<file path="config.mk">
export PLATFORM = sky130hd
export DESIGN_NAME = spi_master_fifo
export DESIGN_NICKNAME = d
export VERILOG_FILES = /design/src/rtl/spi_master_fifo.sv
export SDC_FILE = /design/constraint.sdc
export NUM_CORES = 1
export LEC_CHECK = 0
export CORE_UTILIZATION = 55
export CTS_BUF_LIST = sky130_fd_sc_hd__clkbuf_8
export DETAILED_ROUTE_END_ITERATION = 7
export HOLD_SLACK_MARGIN = 0.05
export PLACE_DENSITY = 0.76
export SETUP_SLACK_MARGIN = 0.4
export SYNTH_ARGS = -nofsm -noshare
export SYNTH_HDL_FRONTEND = slang
export SYNTH_SLANG_ARGS = --single-unit
export TNS_END_PERCENT = 5
</file>
<file path="constraint.sdc">
create_clock -name CLK -period 3.8 [get_ports CLK]
set_input_delay 0.76 -clock CLK [delete_from_list [all_inputs] [get_ports CLK]]
set_output_delay 0.76 -clock CLK [all_outputs]
set_load 0.05 [all_outputs]
</file>
<file path="src/rtl/spi_master_fifo.sv">
// SPI master with TX/RX FIFO buffering, all four CPOL/CPHA modes, a programmable S_CLK
// divider and NUM_CS active-low chip selects; frames run back-to-back while TX has data.
module spi_master_fifo #(
  parameter int DATA_W     = 8,
  parameter int FIFO_DEPTH = 4,
  parameter int NUM_CS     = 2,
  parameter int DIV_W      = 8,
  localparam int CS_W      = (NUM_CS > 1) ? $clog2(NUM_CS) : 1
) (
  input  logic              CLK,
  input  logic              CLR,
  input  logic              ENABLE,
  input  logic              CPOL,
  input  logic              CPHA,
  input  logic              CONT,
  input  logic [CS_W-1:0]   CS_SEL,
  input  logic [DIV_W-1:0]  DIV,
  input  logic              WRITE,
  input  logic [DATA_W-1:0] INCOMING_DATA,
  input  logic              READ,
  output logic [DATA_W-1:0] OUTCOMING_DATA,
  input  logic              OVF_CLR,
  output logic              TX_FULL,
  output logic              TX_EMPTY,
  output logic              RX_FULL,
  output logic              RX_EMPTY,
  output logic              BUSY,
  output logic              RX_OVF,
  output logic              S_CLK,
  output logic              MOSI,
  input  logic              MISO,
  output logic [NUM_CS-1:0] CS_N
);
  localparam int AW = $clog2(FIFO_DEPTH);
  localparam int EW = $clog2(2 * DATA_W + 1);
  localparam logic [EW-1:0] FIRST_EDGE = EW'(1);
  localparam logic [EW-1:0] LAST_EDGE  = EW'(2 * DATA_W);

  typedef enum logic [1:0] {IDLE, SETUP, SHIFT, HOLD} state_t;

  state_t            state_reg;
  logic [DIV_W-1:0]  div_reg, div_cnt_reg;
  logic [EW-1:0]     edge_cnt_reg, edge_idx;
  logic              cpha_reg, hold_phase_reg, sclk_reg, mosi_reg, ovf_reg;
  logic [NUM_CS-1:0] cs_n_reg, cs_dec;
  logic [DATA_W-1:0] tx_shift_reg, rx_shift_reg, rx_dout_reg;

  logic [DATA_W-1:0] tx_mem [FIFO_DEPTH];
  logic [DATA_W-1:0] rx_mem [FIFO_DEPTH];
  logic [AW:0]       tx_wr_reg, tx_rd_reg, rx_wr_reg, rx_rd_reg, rx_wr_next, rx_rd_next;
  logic              tx_full, tx_empty, rx_full, rx_empty;
  logic              tx_push, tx_pop, rx_push, rx_accept, rx_pop;
  logic [DATA_W-1:0] tx_head, rx_word, rx_head_next;
  logic              half_done, edge_now, sample_now, shift_now, last_edge, can_start, cont_go;

  genvar gi;
  generate
    for (gi = 0; gi < NUM_CS; gi++) begin : g_cs_dec
      assign cs_dec[gi] = (CS_SEL != CS_W'(gi));
    end
  endgenerate

  assign tx_empty = (tx_wr_reg == tx_rd_reg);
  assign tx_full  = (tx_wr_reg == {~tx_rd_reg[AW], tx_rd_reg[AW-1:0]});
  assign rx_empty = (rx_wr_reg == rx_rd_reg);
  assign rx_full  = (rx_wr_reg == {~rx_rd_reg[AW], rx_rd_reg[AW-1:0]});
  assign tx_head  = tx_mem[tx_rd_reg[AW-1:0]];

  // Even/odd edge roles swap with CPHA; edge 1 and the final edge never move MOSI.
  assign half_done  = (div_cnt_reg == div_reg);
  assign edge_idx   = edge_cnt_reg + FIRST_EDGE;
  assign edge_now   = (state_reg == SHIFT) && half_done;
  assign sample_now = edge_now && (edge_idx[0] ^ cpha_reg);
  assign shift_now  = edge_now && !(edge_idx[0] ^ cpha_reg) &&
                      (edge_idx != FIRST_EDGE) && (edge_idx != LAST_EDGE);
  assign last_edge  = edge_now && (edge_idx == LAST_EDGE);
  assign can_start  = ENABLE && !tx_empty;
  assign cont_go    = last_edge && CONT && can_start;
  assign tx_pop     = ((state_reg == IDLE) && can_start) || cont_go;
  assign tx_push    = WRITE && (!tx_full || tx_pop);

  // Frame-end bookkeeping happens on the last edge itself, so a frame is exactly 2*DATA_W+3 half-periods.
  assign rx_push      = last_edge;
  assign rx_word      = sample_now ? {rx_shift_reg[DATA_W-2:0], MISO} : rx_shift_reg;
  assign rx_pop       = READ && !rx_empty;
  assign rx_accept    = rx_push && (!rx_full || rx_pop);
  assign rx_wr_next   = rx_wr_reg + {{AW{1'b0}}, rx_accept};
  assign rx_rd_next   = rx_rd_reg + {{AW{1'b0}}, rx_pop};
  assign rx_head_next = (rx_accept && (rx_rd_next == rx_wr_reg)) ? rx_word
                                                                 : rx_mem[rx_rd_next[AW-1:0]];

  always_ff @(posedge CLK) begin
    if (tx_push)   tx_mem[tx_wr_reg[AW-1:0]] <= INCOMING_DATA;
    if (rx_accept) rx_mem[rx_wr_reg[AW-1:0]] <= rx_word;
  end

  always_ff @(posedge CLK or negedge CLR) begin
    if (!CLR) begin
      tx_wr_reg   <= '0;
      tx_rd_reg   <= '0;
      rx_wr_reg   <= '0;
      rx_rd_reg   <= '0;
      rx_dout_reg <= '0;
      ovf_reg     <= 1'b0;
    end else begin
      tx_wr_reg <= tx_wr_reg + {{AW{1'b0}}, tx_push};
      tx_rd_reg <= tx_rd_reg + {{AW{1'b0}}, tx_pop};
      rx_wr_reg <= rx_wr_next;
      rx_rd_reg <= rx_rd_next;
      // Head register refreshes on a pop or on the first word into an empty FIFO; holds when drained.
      if ((rx_pop || (rx_empty && rx_accept)) && (rx_wr_next != rx_rd_next))
        rx_dout_reg <= rx_head_next;
      if (rx_push && !rx_accept) ovf_reg <= 1'b1;
      else if (OVF_CLR)          ovf_reg <= 1'b0;
    end
  end

  always_ff @(posedge CLK or negedge CLR) begin
    if (!CLR) begin
      state_reg      <= IDLE;
      div_reg        <= '0;
      div_cnt_reg    <= '0;
      edge_cnt_reg   <= '0;
      cpha_reg       <= 1'b0;
      hold_phase_reg <= 1'b0;
      sclk_reg       <= 1'b0;
      mosi_reg       <= 1'b0;
      cs_n_reg       <= '1;
      tx_shift_reg   <= '0;
      rx_shift_reg   <= '0;
    end else begin
      case (state_reg)
        IDLE: begin
          sclk_reg <= CPOL;
          if (can_start) begin
            state_reg    <= SETUP;
            div_reg      <= DIV;
            cpha_reg     <= CPHA;
            cs_n_reg     <= cs_dec;
            div_cnt_reg  <= '0;
            edge_cnt_reg <= '0;
            tx_shift_reg <= tx_head;
            mosi_reg     <= tx_head[DATA_W-1];
          end
        end
        SETUP: begin
          if (half_done) begin
            state_reg   <= SHIFT;
            div_cnt_reg <= '0;
          end else begin
            div_cnt_reg <= div_cnt_reg + DIV_W'(1);
          end
        end
        SHIFT: begin
          if (half_done) begin
            div_cnt_reg  <= '0;
            sclk_reg     <= ~sclk_reg;
            edge_cnt_reg <= edge_idx;
            if (sample_now) rx_shift_reg <= {rx_shift_reg[DATA_W-2:0], MISO};
            if (shift_now) begin
              tx_shift_reg <= {tx_shift_reg[DATA_W-2:0], 1'b0};
              mosi_reg     <= tx_shift_reg[DATA_W-2];
            end
            if (last_edge) begin
              if (cont_go) begin
                state_reg    <= SETUP;
                edge_cnt_reg <= '0;
                tx_shift_reg <= tx_head;
                mosi_reg     <= tx_head[DATA_W-1];
              end else begin
                state_reg      <= HOLD;
                hold_phase_reg <= 1'b0;
              end
            end
          end else begin
            div_cnt_reg <= div_cnt_reg + DIV_W'(1);
          end
        end
        HOLD: begin
          if (half_done) begin
            div_cnt_reg <= '0;
            if (!hold_phase_reg) begin
              hold_phase_reg <= 1'b1;
              cs_n_reg       <= '1;
            end else begin
              state_reg <= IDLE;
            end
          end else begin
            div_cnt_reg <= div_cnt_reg + DIV_W'(1);
          end
        end
        default: state_reg <= IDLE;
      endcase
    end
  end

  assign OUTCOMING_DATA = rx_dout_reg;
  assign TX_FULL        = tx_full;
  assign TX_EMPTY       = tx_empty;
  assign RX_FULL        = rx_full;
  assign RX_EMPTY       = rx_empty;
  assign BUSY           = (state_reg != IDLE);
  assign RX_OVF         = ovf_reg;
  assign S_CLK          = sclk_reg;
  assign MOSI           = mosi_reg;
  assign CS_N           = cs_n_reg;
endmodule
</file>
==> impl_metrics.json <==
{
  "status": "finished clean",
  "crit_slowest_cell": "clkdlybuf4s50_1",
  "cts-root-buf": "clkbuf_8",
  "async_flop_share_pct": 50.4,
  "ff2ff_setup_slack_ns": 0.64,
  "clk_pin_slew_ns": 0.08,
  "start_util_pct": 56.7,
  "fin_util_pct": 67.0,
  "cp_num_buf_inv": 1,
  "setup_viol": 0,
  "clock_sink_count": 129,
  "path_cells": "xnor2_1 > nand2_1 > nor2_1 > clkdlybuf4s50_1",
  "dp.final_hpwl_microns": 7710,
  "grt_max_degree": 34,
  "crit_family": "buffers and inverters",
  "yosys_warnings": 0,
  "grt_usage_pct": 22.3,
  "n_antenna_cell": 0,
  "synth_seq_cells": 129,
  "drt-vias-per-instance": 5.67,
  "ys_seq_area_share_pct": 60.7,
  "synthFlopType": "edfxtp_1",
  "cts_buffer_depth": 2,
  "synth_adder_area_share_pct": 2.57,
  "rr_startpoint": "edge_cnt_reg[0]",
  "synth.avg_cell_area_sq_um": 14.4,
  "htreeDepth": 4,
  "rows": 37,
  "synth-compound-area-share_pct": 7.32,
  "cts_tree": "done",
  "netlist_area_sq_mm": 0.00585,
  "crit_fanout": 10,
  "synth_edf_count": 64,
  "crit_type": "reg2out",
  "antenna_found_initial": 0,
  "core_area_sq_mm": 0.0103,
  "finalCritPeriodShare_pct": 84.1,
  "syn_nets": 444,
  "drc": 0,
  "synthMuxAreaShare_pct": 12.6,
  "synth_simple_gate_area_share_pct": 10.8,
  "rsz0062_at_grt": "no",
  "tightest_slew_ns": 0.887,
  "skew_ns": 0.0162,
  "first_global_vias": 3717,
  "drive_above_1_share_pct": 22.7,
  "yosys.area_share.xor_xnor_pct": 4.47,
  "nets": 510,
  "period_minus_slack_ns": 3.20,
  "endpoint_kind": "primary output",
  "grt_pass1_wl_microns": 18600,
  "ir_worst_vdd_mv": 0.558,
  "postRouteAntennaNets": 0,
  "p_per_area_mw_per_mm2": 745,
  "avgRoutedWirePerCell_microns": 17.6,
  "die_h_microns": 105,
  "tns_ns": 0,
  "synth_top_family_by_area": "multiplexers",
  "relSlewSlack_pct": 40.7,
  "numCtsBuffers": 17,
  "top_level_ports": 45,
  "synth_cells": 405,
  "io_buffers": 44,
  "critPathLaunchType": "register",
  "die-area_sq_mm": 0.0111,
  "num_vias": 3514,
  "hp-class": "in2async",
  "worstPathRequired_ns": 3.04,
  "drt_iter0_drc": 205,
  "fillCellCount": 752,
  "p_leak_nw": 2.74,
  "cap_violations": 0,
  "overflow": 0,
  "r2r_end": "OUTCOMING_DATA[3]",
  "first_pass_iters": 4,
  "gp_congestion": 0.818,
  "die_w_microns": 105,
  "routed_wl_microns": 10900,
  "yosysUniqueCellTypes": 56,
  "crit_arrival_ns": 2.44,
  "critPathMaxStageDelay_ns": 0.82,
  "hold_violations": 0,
  "drv_slew": 0,
  "max_freq_mhz": 313,
  "syn2layout_area_growth_pct": 18.2,
  "clkLatencyLatePin_ns": 0.43,
  "ff2ff_path_depth": 12
}
[routing by layer]
layer  vias to the layer above  track usage (%)  wire, microns
met5                         -                0              0
met4                         0             6.74            103
met3                        12             5.30            338
met2                        63             36.3           5530
met1                      1772             29.9           4930
li1                       1667                -              -
[per-stage QoR]
stage          hold WS [ns]  instances  cell area (sq um)  worst slack, ns  power, mW
2_1_floorplan         0.462        405               5850            0.518       3.42
3_3_place_gp          0.477        587               6480            0.229       3.90
3_5_place_dp          0.477        587               6480            0.150       3.96
4_1_cts               0.412        619               6900            0.422       5.16
5_1_grt               0.438        620               6920            0.398       5.45
6_report              0.396        620               6920            0.603       5.15
[cell type report]
class,instances,area [sq um],share of cell area (%)
Timing Repair Buffer,57,546,7.89
Clock buffer,18,248,3.58
Sequential cell,129,3550,51.4
Multi-Input combinational cell,258,2210,31.9
Tap cell,136,170,2.46
Clock inverter,14,163,2.35
Inverter,8,30.0,0.434
[placed cells by master, fill, tap and decap left out, types with 4 or more instances in the layout]
cell type,n
mux4_2,16
dfrtp_1,62
and3b_1,4
and3_1,7
a221o_1,7
nor2_1,10
clkbuf_8,18
xor2_1,11
mux2_2,30
inv_1,9
clkdlybuf4s50_1,43
buf_4,12
a21oi_1,6
and2_0,7
ha_1,12
nand3_1,10
o21ai_0,19
xnor2_1,17
o31ai_1,4
nand2_1,48
edfxtp_1,64
[synthesized netlist by cell type, types with 3 or more instances]
master    count  area [sq um]
a21oi_1       6          30.0
a221o_1       7          70.1
a31oi_1       3          18.8
and2_0        7          43.8
and3_1        8          50.1
and3b_1       4          35.0
and4_1        3          26.3
clkbuf_1      5          18.8
dfrtp_1      63          1580
edfxtp_1     64          1920
ha_1         12           150
inv_1         8          30.0
mux2_2       30           338
mux4_2       16           360
nand2_1      48           180
nand3_1      10          50.1
nor2_1       10          37.5
nor3_1        3          15.0
o21ai_0      19          95.1
o22a_1        3          26.3
o31ai_1       4          30.0
xnor2_1      17           149
xor2_1       11          96.3
[kinds of logic after synthesis]
family / count (synthesis)
buf+inv: 18
simple gates: 111
fa+ha+maj: 12
compound gates: 57
mux: 49
xor+xnor: 29
flops: 129
[worst register-to-register path: stages (launching register included)]
cell	delay [ns]
dfrtp_2	0.46
ha_1	0.27
nand3_1	0.17
xnor2_1	0.25
and3b_1	0.22
and4_1	0.25
ha_1	0.17
ha_1	0.15
xor2_1	0.22
xor2_1	0.13
o32ai_4	0.26
buf_12	0.16
mux2_2	0.33
[repair_timing]
item,CTS,global route
buffers inserted,0,1
setup endpoints to repair,0,8
hold buffers,0,0
gates resized for setup,0,1
[how the worst max path moves through the flow]
stage                                    to            start  slack, ns  cells after the start
final                               TX_FULL     tx_rd_reg[1]       0.60                      4
after global routing      OUTCOMING_DATA[7]  edge_cnt_reg[0]       0.40                     12
after CTS                 OUTCOMING_DATA[3]  edge_cnt_reg[0]       0.42                     11
after detailed placement  OUTCOMING_DATA[4]             READ       0.15                      9
after global placement    OUTCOMING_DATA[2]             READ       0.23                      9
after floorplan           OUTCOMING_DATA[0]     rx_rd_reg[2]       0.52                     11
[report_power, final]
part	leakage (nW)	total, mW	switching, mW	internal (mW)
sequential	1.38	2.06	0.261	1.80
clock	0.210	1.20	0.539	0.665
combinational	1.15	1.89	1.06	0.828
total	2.74	5.15	1.86	3.29
Note: power is estimated with default switching activity, not from simulation.
